## src/rtl/instr_fetch_unit.sv

```systemverilog
// Instruction fetch: owns the PC, reads a zero-latency instruction memory and buffers
// {instr, pc, pred} in a small queue toward decode. Optional macro: FETCH_STATIC_PREDICT_EN.
module instr_fetch_unit #(
    parameter logic [31:0] RESET_PC = 32'h0000_0000,
    parameter int          DEPTH    = 2,
    parameter int          CNT_W    = 4
) (
    input  logic             clk,
    input  logic             reset,
    output logic [31:0]      imem_addr,
    input  logic [31:0]      imem_data,
    input  logic             redirect_valid,
    input  logic [31:0]      redirect_pc,
    output logic             fd_valid,
    input  logic             fd_ready,
    output logic [31:0]      fd_instr,
    output logic [31:0]      fd_pc,
    output logic             fd_pred_taken,
    output logic [CNT_W-1:0] queue_count
);

    localparam int PTR_W = (DEPTH > 1) ? $clog2(DEPTH) : 1;

    logic [31:0]      r_pc;
    logic [CNT_W-1:0] r_count;
    logic [PTR_W-1:0] r_rd_ptr;
    logic [PTR_W-1:0] r_wr_ptr;
    logic [31:0]      r_instr [DEPTH];
    logic [31:0]      r_epc   [DEPTH];
    logic             r_pred  [DEPTH];

    logic             w_full;
    logic             w_pop;
    logic             w_push;
    logic [31:0]      w_seq_pc;
    logic [31:0]      w_next_pc;
    logic             w_pred;

    function automatic logic [PTR_W-1:0] ptr_inc(input logic [PTR_W-1:0] p);
        if (p == PTR_W'(DEPTH - 1)) return '0;
        return p + PTR_W'(1);
    endfunction

    assign imem_addr     = r_pc;
    assign fd_valid      = (r_count != '0);
    assign fd_instr      = r_instr[r_rd_ptr];
    assign fd_pc         = r_epc[r_rd_ptr];
    assign fd_pred_taken = r_pred[r_rd_ptr];
    assign queue_count   = r_count;

    assign w_full   = (r_count == CNT_W'(DEPTH));
    assign w_pop    = fd_valid & fd_ready;
    assign w_push   = ~redirect_valid & (~w_full | w_pop);
    assign w_seq_pc = r_pc + 32'd4;

`ifdef FETCH_STATIC_PREDICT_EN
    // Backward beq is assumed taken; execute redirects on a mispredict.
    always_comb begin
        w_pred    = (imem_data[31:26] == 6'b000100) & imem_data[15];
        w_next_pc = w_seq_pc;
        if (w_pred)
            w_next_pc = w_seq_pc + {{14{imem_data[15]}}, imem_data[15:0], 2'b00};
    end
`else
    assign w_pred    = 1'b0;
    assign w_next_pc = w_seq_pc;
`endif

    always_ff @(posedge clk) begin
        if (reset) begin
            r_pc     <= RESET_PC;
            r_count  <= '0;
            r_rd_ptr <= '0;
            r_wr_ptr <= '0;
            for (int i = 0; i < DEPTH; i++) begin
                r_instr[i] <= '0;
                r_epc[i]   <= '0;
                r_pred[i]  <= 1'b0;
            end
        end else if (redirect_valid) begin
            // Flush wins over push and pop; the word fetched this cycle is dropped.
            r_pc     <= {redirect_pc[31:2], 2'b00};
            r_count  <= '0;
            r_rd_ptr <= '0;
            r_wr_ptr <= '0;
        end else begin
            if (w_push) begin
                r_instr[r_wr_ptr] <= imem_data;
                r_epc[r_wr_ptr]   <= r_pc;
                r_pred[r_wr_ptr]  <= w_pred;
                r_wr_ptr          <= ptr_inc(r_wr_ptr);
                r_pc              <= w_next_pc;
            end
            if (w_pop)
                r_rd_ptr <= ptr_inc(r_rd_ptr);
            r_count <= r_count + CNT_W'(w_push) - CNT_W'(w_pop);
        end
    end

endmodule
```

## config.mk

```make
export PLATFORM = sky130hd
export DESIGN_NAME = instr_fetch_unit
export DESIGN_NICKNAME = d
export VERILOG_FILES = /design/src/rtl/instr_fetch_unit.sv
export SDC_FILE = /design/constraint.sdc
export NUM_CORES = 1
export LEC_CHECK = 0
export ABC_AREA = 1
export BUFFER_PORTS_ARGS = -buffer_cell sky130_fd_sc_hd__buf_2
export CAP_MARGIN = 0
export CORE_MARGIN = 2
export CORE_UTILIZATION = 49
export DETAILED_ROUTE_END_ITERATION = 12
export GPL_TIMING_DRIVEN = 0
export PLACE_DENSITY = 0.76
export RECOVER_POWER = 50
export SLEW_MARGIN = 10
export SYNTH_ARGS = -nofsm -noshare
export SYNTH_HDL_FRONTEND = slang
export SYNTH_SLANG_ARGS = --single-unit
export TNS_END_PERCENT = 10
```

## constraint.sdc

```tcl
create_clock -name clk -period 3 [get_ports clk]
set_clock_uncertainty 0.05 [all_clocks]
set_input_delay 0.45 -clock clk [delete_from_list [all_inputs] [get_ports clk]]
set_output_delay 0.45 -clock clk [all_outputs]
set_load 0.02 [all_outputs]
```

==> results of run 1 <==
## state kept, by name, indices dropped and copies added, names as in the netlist, named ones only
| name | flops |
|---|---|
| imem_addr | 30 |
| queue_count | 4 |
| r_epc | 60 |
| r_instr | 64 |
| r_rd_ptr | 1 |
| r_wr_ptr | 1 |
## worst min path at each step
stage                     startpoint                         to  slack [ns]  cells after the start
2_1_floorplan  r_rd_ptr$_SDFFE_PP0N_                       flop        0.40                      2
3_3_place_gp   r_rd_ptr$_SDFFE_PP0N_      r_rd_ptr$_SDFFE_PP0N_        0.41                      2
3_5_place_dp   r_rd_ptr$_SDFFE_PP0N_      r_rd_ptr$_SDFFE_PP0N_        0.41                      2
4_1_cts               redirect_pc[3]  imem_addr[3]$_SDFFE_PP0P_        0.22                      3
5_1_grt               redirect_pc[3]  imem_addr[3]$_SDFFE_PP0P_        0.25                      3
6_report              redirect_pc[3]  imem_addr[3]$_SDFFE_PP0P_        0.24                      3
## layer usage
| layer | vias to the layer above | GRT usage, % | wire (um) |
|---|---|---|---|
| met2 | 202 | 36.6 | 8470 |
| met3 | 23 | 4.70 | 1070 |
| met1 | 2724 | 27.9 | 7640 |
| met5 | - | 0 | 0 |
| li1 | 2859 | - | - |
| met4 | 0 | 7.95 | 326 |
## power by group through the flow
stage                     registers, mW  logic [mW]  clock network [mW]
after floorplan                    2.67       0.412                   0
after global placement             2.65       0.666                   0
final                              2.60       0.671                2.09
after global routing               2.61       0.736                2.20
after CTS                          2.60       0.690                2.11
after detailed placement           2.65       0.687                   0
## worst min-delay path, delay by kind of cell
family | cells | cell delay [ns]
and+or+nand+nor | 1 | 0.05
AOI/OAI and AO/OA | 1 | 0.07
buffers and inverters | 1 | 0.09
## stage by stage
step | utilization [%] | total power, mW | cell area (um^2) | std cells
floorplan | - | 3.08 | 7610 | 756
global placement | 57.1 | 3.32 | 8650 | 1105
detailed placement | 57.5 | 3.33 | 8710 | 1107
CTS | 61.3 | 5.40 | 9290 | 1139
global route | 60.8 | 5.55 | 9210 | 1139
finish | 60.8 | 5.36 | 9210 | 1139
## Yosys cell counts
library cell,instances
a21oi_1,28
a21oi_2,2
a22oi_1,20
a31oi_1,5
and2_1,1
buf_1,2
buf_2,20
buf_4,6
clkbuf_1,6
conb_1,1
dfxtp_1,37
edfxtp_1,124
fa_1,1
ha_1,5
inv_1,83
inv_2,1
mux2_2,62
nand2_1,109
nand2_2,5
nand3_1,30
nand3_2,2
nor2_1,164
nor2_2,10
nor2_4,4
o21ai_0,10
or2_2,1
xor2_1,13
## kinds of logic after synthesis
family                   Yosys count
AO/OA/AOI/OAI                     65
XOR/XNOR                          13
adder cells (fa/ha/maj)            6
buffers and inverters            118
flip-flops                       161
multiplexers                      62
other                              1
AND/OR/NAND/NOR                  326
## final cells by class
class	count	area, um^2
Clock buffer	18	429
Multi-Input combinational cell	477	2640
Fill cell	1295	5940
Tap cell	188	235
Inverter	84	315
Timing Repair Buffer	163	815
Buffer	34	166
Clock inverter	14	141
Sequential cell	161	4460
==> results by group, run 1 <==
Critical path
  – RR Endpoint: queue_count[2]$_SDFF_PP0_
  – Crit path buf inv count: 5
  – Delay-heaviest family, CP: adder cells
  – CP Depth: 15
  – Slowest-stage cell, CP: fa_1
  – CP max FO: 10
  – CP max stage delay: between 0.3 and 0.4 ns
  – Worst Setup End Kind: flop
  – R2R depth: 15
  – R2R setup slack: 0.36 ns
  – Crit Path Category: reg -> reg
  – Critical Path Start: queue_count[2]$_SDFF_PP0_
  – Cell repeated most along the worst path: inv_1
  – WP data required: 3.27 ns
  – Worst r2r src: queue_count[2]$_SDFF_PP0_
  – Crit-path cells: inv_1, ha_1, inv_1, nor2_1, nand3_2, inv_2, nor2_2, buf_2, nand2_1, nand2_1, ha_1, inv_1, fa_1, xor2_1, nor2_1
  – Setup crit end: queue_count[2]$_SDFF_PP0_
  – Crit path launch type: flop
  – Crit path DAT: ~2.9 ns

Clock tree
  – H-tree levels: 4
  – Root Driver: clkbuf_16
  – Clk Latency, worst-skew pair: 0.43 ns
  – CTS buffer count: 17
  – Hold_buf cts: 0
  – CTS tree: done
  – CTS resizes: 0
  – Post-CTS Repair Setup Buffers: 0
  – Clock sink total: 161
  – CTS Buffer Depth: 2
  – Clock-pin slew on the worst setup and hold paths: 0.07 ns

Final layout
  – Fin nets: a little over 1000
  – Most common library cell in the layout ignoring fill and taps: nor2_1
  – Most frequent cells in the layout: nor2_1 (167), buf_2 (137), edfxtp_1 (124)
  – N_diodes: 0
  – Share of layout cells above drive strength 1: 27.1%
  – Area growth from synthesis to layout: 21.4%

Power
  – Pwr dens: 582 nW/um^2
  – Internal power: between 3 and 4 mW
  – Pleak: roughly 3.8 nW
  – Sw Pwr: about 1.4 mW
  – Peak supply drop: 0.426 mV
  – Sequential power share: 48.5%
  – Sw Ratio: 25.5%
  – Clk pwr share: approximately two fifths
  – Power share of the combinational group: 12.5%

Yosys
  – Syn. warnings: 0
  – Mapped Cells: 752
  – Dominant cell type by area after synthesis: edfxtp_1
  – Synth Area in XOR/XNOR: 1.50%
  – Synthesis-stage register bit count: 161
  – Seq/Total Area, Yosys: 58.8%
  – Compound-cell area share of the yosys netlist: between 5 and 6%
  – Unique masters post-synth: 27
  – Synth top area cells: edfxtp_1 (49%), dfxtp_1 (9.8%), mux2_2 (9.2%)
  – Main combinational cell family by area after synthesis: simple AND/OR/NAND/NOR gates
  – Multiplexer share of the synthesized area: 9.20%
  – Syn avg cell area: between 10 and 15 um^2
  – Simple-Gate Fraction of Synth Area: between 15 and 20%
  – Yosys top cell area share: 49.1%
  – Post-Synth Adder-Cell Area: 1.09%
  – Mapped Area: 7590 um^2

Die
  – Starting Density: 50.1%
  – Std-Cell Core Area: 15100 um^2
  – Die H: 128 um
  – Cell Rows: 45
  – Die Width: 128 um
  – IO Count: 170
  – Die area: 16500 um^2

Global routing
  – GRT Overall Usage: 21.8%
  – Global route overflow: 0
  – First-pass GRT wire length: roughly 27 mm
  – Pin count of the biggest net entering global routing: 51
  – Initial antenna violation count: 0
  – Number of global-route vias before repair: 5474

Placed design
  – HPWL Detailed: 12.4 mm
  – Port Buffers: approximately 160
  – GP Congestion: 0.943
  – Pre-CTS setup slack: 0.347 ns

Drt
  – Total number of vias: 5808
  – DR DRC count: 0
  – ANT nets after route: 0
  – Via-to-Cell Ratio: 5.10
  – Drt wl/cell: approximately 15 um
  – Drt pass-1 iters: 5
  – Final wirelength: ~18 mm
  – Drt first-iter violations: 380

STA
  – Fmax: 378 MHz
  – Final Critical Period: 2.64 ns
  – PnR worst setup slack: 0.356 ns
  – Period utilisation layout: 88.1%
  – Normalized max-slew margin: 57.9%
  – Fin Setup TNS: 0 ns
  – Pins Over Slew Limit: 0
  – RSZ-0062 raised after global routing: false
  – Final setup vio count: 0
  – Final hold vios: 0
  – Worst slew pin tran: 0.631 ns
  – Worst hold margin: 0.236 ns

Job
  – Max cap viols: 0

Min path
  – Hold/Removal Path Class: in -> reg

Run status
  – Run status: finished clean
Note: power is estimated with default switching activity, not from simulation.
==> run 2, diff against run 1 <==
--- a/config.mk
+++ b/config.mk
@@ -7,13 +7,14 @@
 export LEC_CHECK = 0
 export ABC_AREA = 1
 export BUFFER_PORTS_ARGS = -buffer_cell sky130_fd_sc_hd__buf_2
-export CAP_MARGIN = 0
+export CAP_MARGIN = 20
 export CORE_MARGIN = 2
 export CORE_UTILIZATION = 49
 export DETAILED_ROUTE_END_ITERATION = 12
 export GPL_TIMING_DRIVEN = 0
 export PLACE_DENSITY = 0.76
 export RECOVER_POWER = 50
+export SETUP_SLACK_MARGIN = 0.4
 export SLEW_MARGIN = 10
 export SYNTH_ARGS = -nofsm -noshare
 export SYNTH_HDL_FRONTEND = slang
==> results by group, run 2 (synthesized netlist as in run 1, its figures left out) <==
Die
  – Die H: 128 um (unchanged)
  – Starting Density: 50.1% (unchanged)
  – Die area: 16500 um^2 (unchanged)
  – IO Count: 170 (unchanged)
  – Std-Cell Core Area: 15100 um^2 (unchanged)
  – Cell Rows: 45 (unchanged)
  – Die Width: 128 um (unchanged)

Clock tree
  – CTS buffer count: 17 (unchanged)
  – CTS Buffer Depth: 2 (unchanged)
  – Clock sink total: 161 (unchanged)
  – CTS tree: done
  – Post-CTS Repair Setup Buffers: 0 (unchanged)
  – Clk Latency, worst-skew pair: 0.43 ns (about the same)
  – Root Driver: clkbuf_16
  – H-tree levels: 4 (unchanged)
  – Clock-pin slew on the worst setup and hold paths: 0.07 ns (about the same)

STA
  – Normalized max-slew margin: 57.4% (-0.52 points)
  – RSZ-0062 raised after global routing: true
  – Period utilisation layout: 85.1% (-3.1 points)
  – Worst slew pin tran: 0.639 ns (+0.00778 ns)
  – Final hold vios: 0 (unchanged)
  – Pins Over Slew Limit: 0 (unchanged)
  – Fin Setup TNS: 0 ns (unchanged)
  – Fmax: 392 MHz (+3.6%)
  – Final Critical Period: 2.55 ns (-0.0926 ns)
  – Final setup vio count: 0 (unchanged)

Global routing
  – GRT Overall Usage: 21.8% (about the same)
  – Global route overflow: 0 (unchanged)
  – First-pass GRT wire length: 27.5 mm (about the same)
  – Initial antenna violation count: 0 (unchanged)
  – Pin count of the biggest net entering global routing: 51 (unchanged)
  – Number of global-route vias before repair: 5473 (-0.018%)

Placed design
  – GP Congestion: 0.943 (unchanged)
  – Dpl cells: 1107 (unchanged)
  – Port Buffers: 161 (unchanged)
  – HPWL Detailed: 12.4 mm (unchanged)

Critical path
  – CP max FO: 44 (+34)
  – WP data required: 3.06 ns (-0.21 ns)
  – Worst Setup End Kind: flop
  – Crit path launch type: flop
  – Crit Path Category: reg -> reg
  – Crit path DAT: 2.61 ns (-0.31 ns)

Final layout
  – Largest register by flop count: r_instr
  – Footprint of the multi-input gates: 2650 um^2 (+0.19%)
  – Area growth from synthesis to layout: 21.5% (about the same)
  – Fillers: 1293 (-0.15%)
  – Max FFs per register: 64 (unchanged)
  – Fin nets: 1012 (unchanged)
  – Most frequent cells in the layout: nor2_1 (167), buf_2 (137), edfxtp_1 (124)
  – N_diodes: 0 (unchanged)
  – Reg area: 4460 um^2 (unchanged)
  – Finished Layout Cells: 1139 (unchanged)
  – Most common library cell in the layout ignoring fill and taps: nor2_1
  – Share of layout cells above drive strength 1: 27.1% (unchanged)

Drt
  – Via-to-Cell Ratio: 5.09 (-0.21%)
  – Final wirelength: 17.5 mm (about the same)
  – Total number of vias: 5796 (-0.21%)
  – Drt wl/cell: 15.4 um (about the same)
  – DR DRC count: 0 (unchanged)
  – Drt pass-1 iters: 5 (unchanged)
  – Drt first-iter violations: 394 (+3.7%)
  – ANT nets after route: 0 (unchanged)

Power
  – Pwr dens: 581 nW/um^2 (-0.13%)
  – Peak supply drop: 0.428 mV (+0.38%)
  – Pleak: 3.83 nW (+0.21%)

Min path
  – Hold/Removal Path Class: in -> reg

Job
  – Max cap viols: 0 (unchanged)

Run status
  – Run status: finished clean
-- run 2: changes by cell type in the layout (fill, tap and decap cells not counted), sizes merged --
cell and change:
clkbuf -2, buf +2
-- run 2: layout make-up --
class,instances,share of cell area (%)
Clock inverter,14,1.53
Clock buffer,18,4.66
Timing Repair Buffer,163,8.85
Sequential cell,161,48.4
Inverter,84,3.42
Multi-Input combinational cell,477,28.7
Buffer,34,1.83
Tap cell,188,2.55
-- run 2: what timing repair did --
item	CTS	global route
resized for setup	1	2
hold buffers	0	0
endpoints found under the setup margin	2	52
-- run 2: where the power goes --
part	total [mW]	internal, mW	leakage [nW]	switching, mW
sequential	2.60	2.53	1.61	0.0662
combinational	0.673	0.241	1.94	0.433
clock	2.08	1.22	0.275	0.862
-- run 2: critical path, stage by stage, from the launching register on --
cell and delay [ns]:
dfxtp_1 0.32, inv_1 0.06, ha_1 0.18, inv_1 0.06, nor2_1 0.06, nand3_2 0.14
nand3_1 0.39, buf_2 0.36, nand2_4 0.28, buf_16 0.29
-- run 2: final timing paths --
kind | start | end | slack (ns) | cells past startpoint
hold reg to reg | r_rd_ptr$_SDFFE_PP0N_ | r_rd_ptr$_SDFFE_PP0N_ | 0.43 | 2
setup reg to reg | queue_count[2]$_SDFF_PP0_ | r_instr[0][8]$_SDFFCE_PN0P_ | 0.45 | 9
setup / recovery | queue_count[2]$_SDFF_PP0_ | r_instr[0][8]$_SDFFCE_PN0P_ | 0.45 | 9
hold / removal | redirect_pc[3] | imem_addr[3]$_SDFFE_PP0P_ | 0.23 | 3
-- run 2: routing by layer --
layer / vias up / part of all wire (%) / routed length, um / global-route usage [%]
li1: 2857 / - / - / -
met4: 0 / 1.8 / 324 / 7.95
met5: - / 0 / 0 / 0
met1: 2709 / 43 / 7500 / 27.9
met2: 208 / 48 / 8490 / 36.6
met3: 22 / 6.8 / 1200 / 4.70
-- run 2: stage by stage --
step	total power, mW	cell area, um^2	worst slack (ns)	util (%)	hold slack, ns
floorplan	3.08	7610	-0.111	-	0.397
global placement	3.32	8650	-1.14	57.1	0.408
detailed placement	3.33	8710	0.347	57.5	0.413
CTS	5.40	9290	0.405	61.3	0.219
global route	5.56	9220	0.240	60.9	0.246
finish	5.36	9220	0.448	60.9	0.233
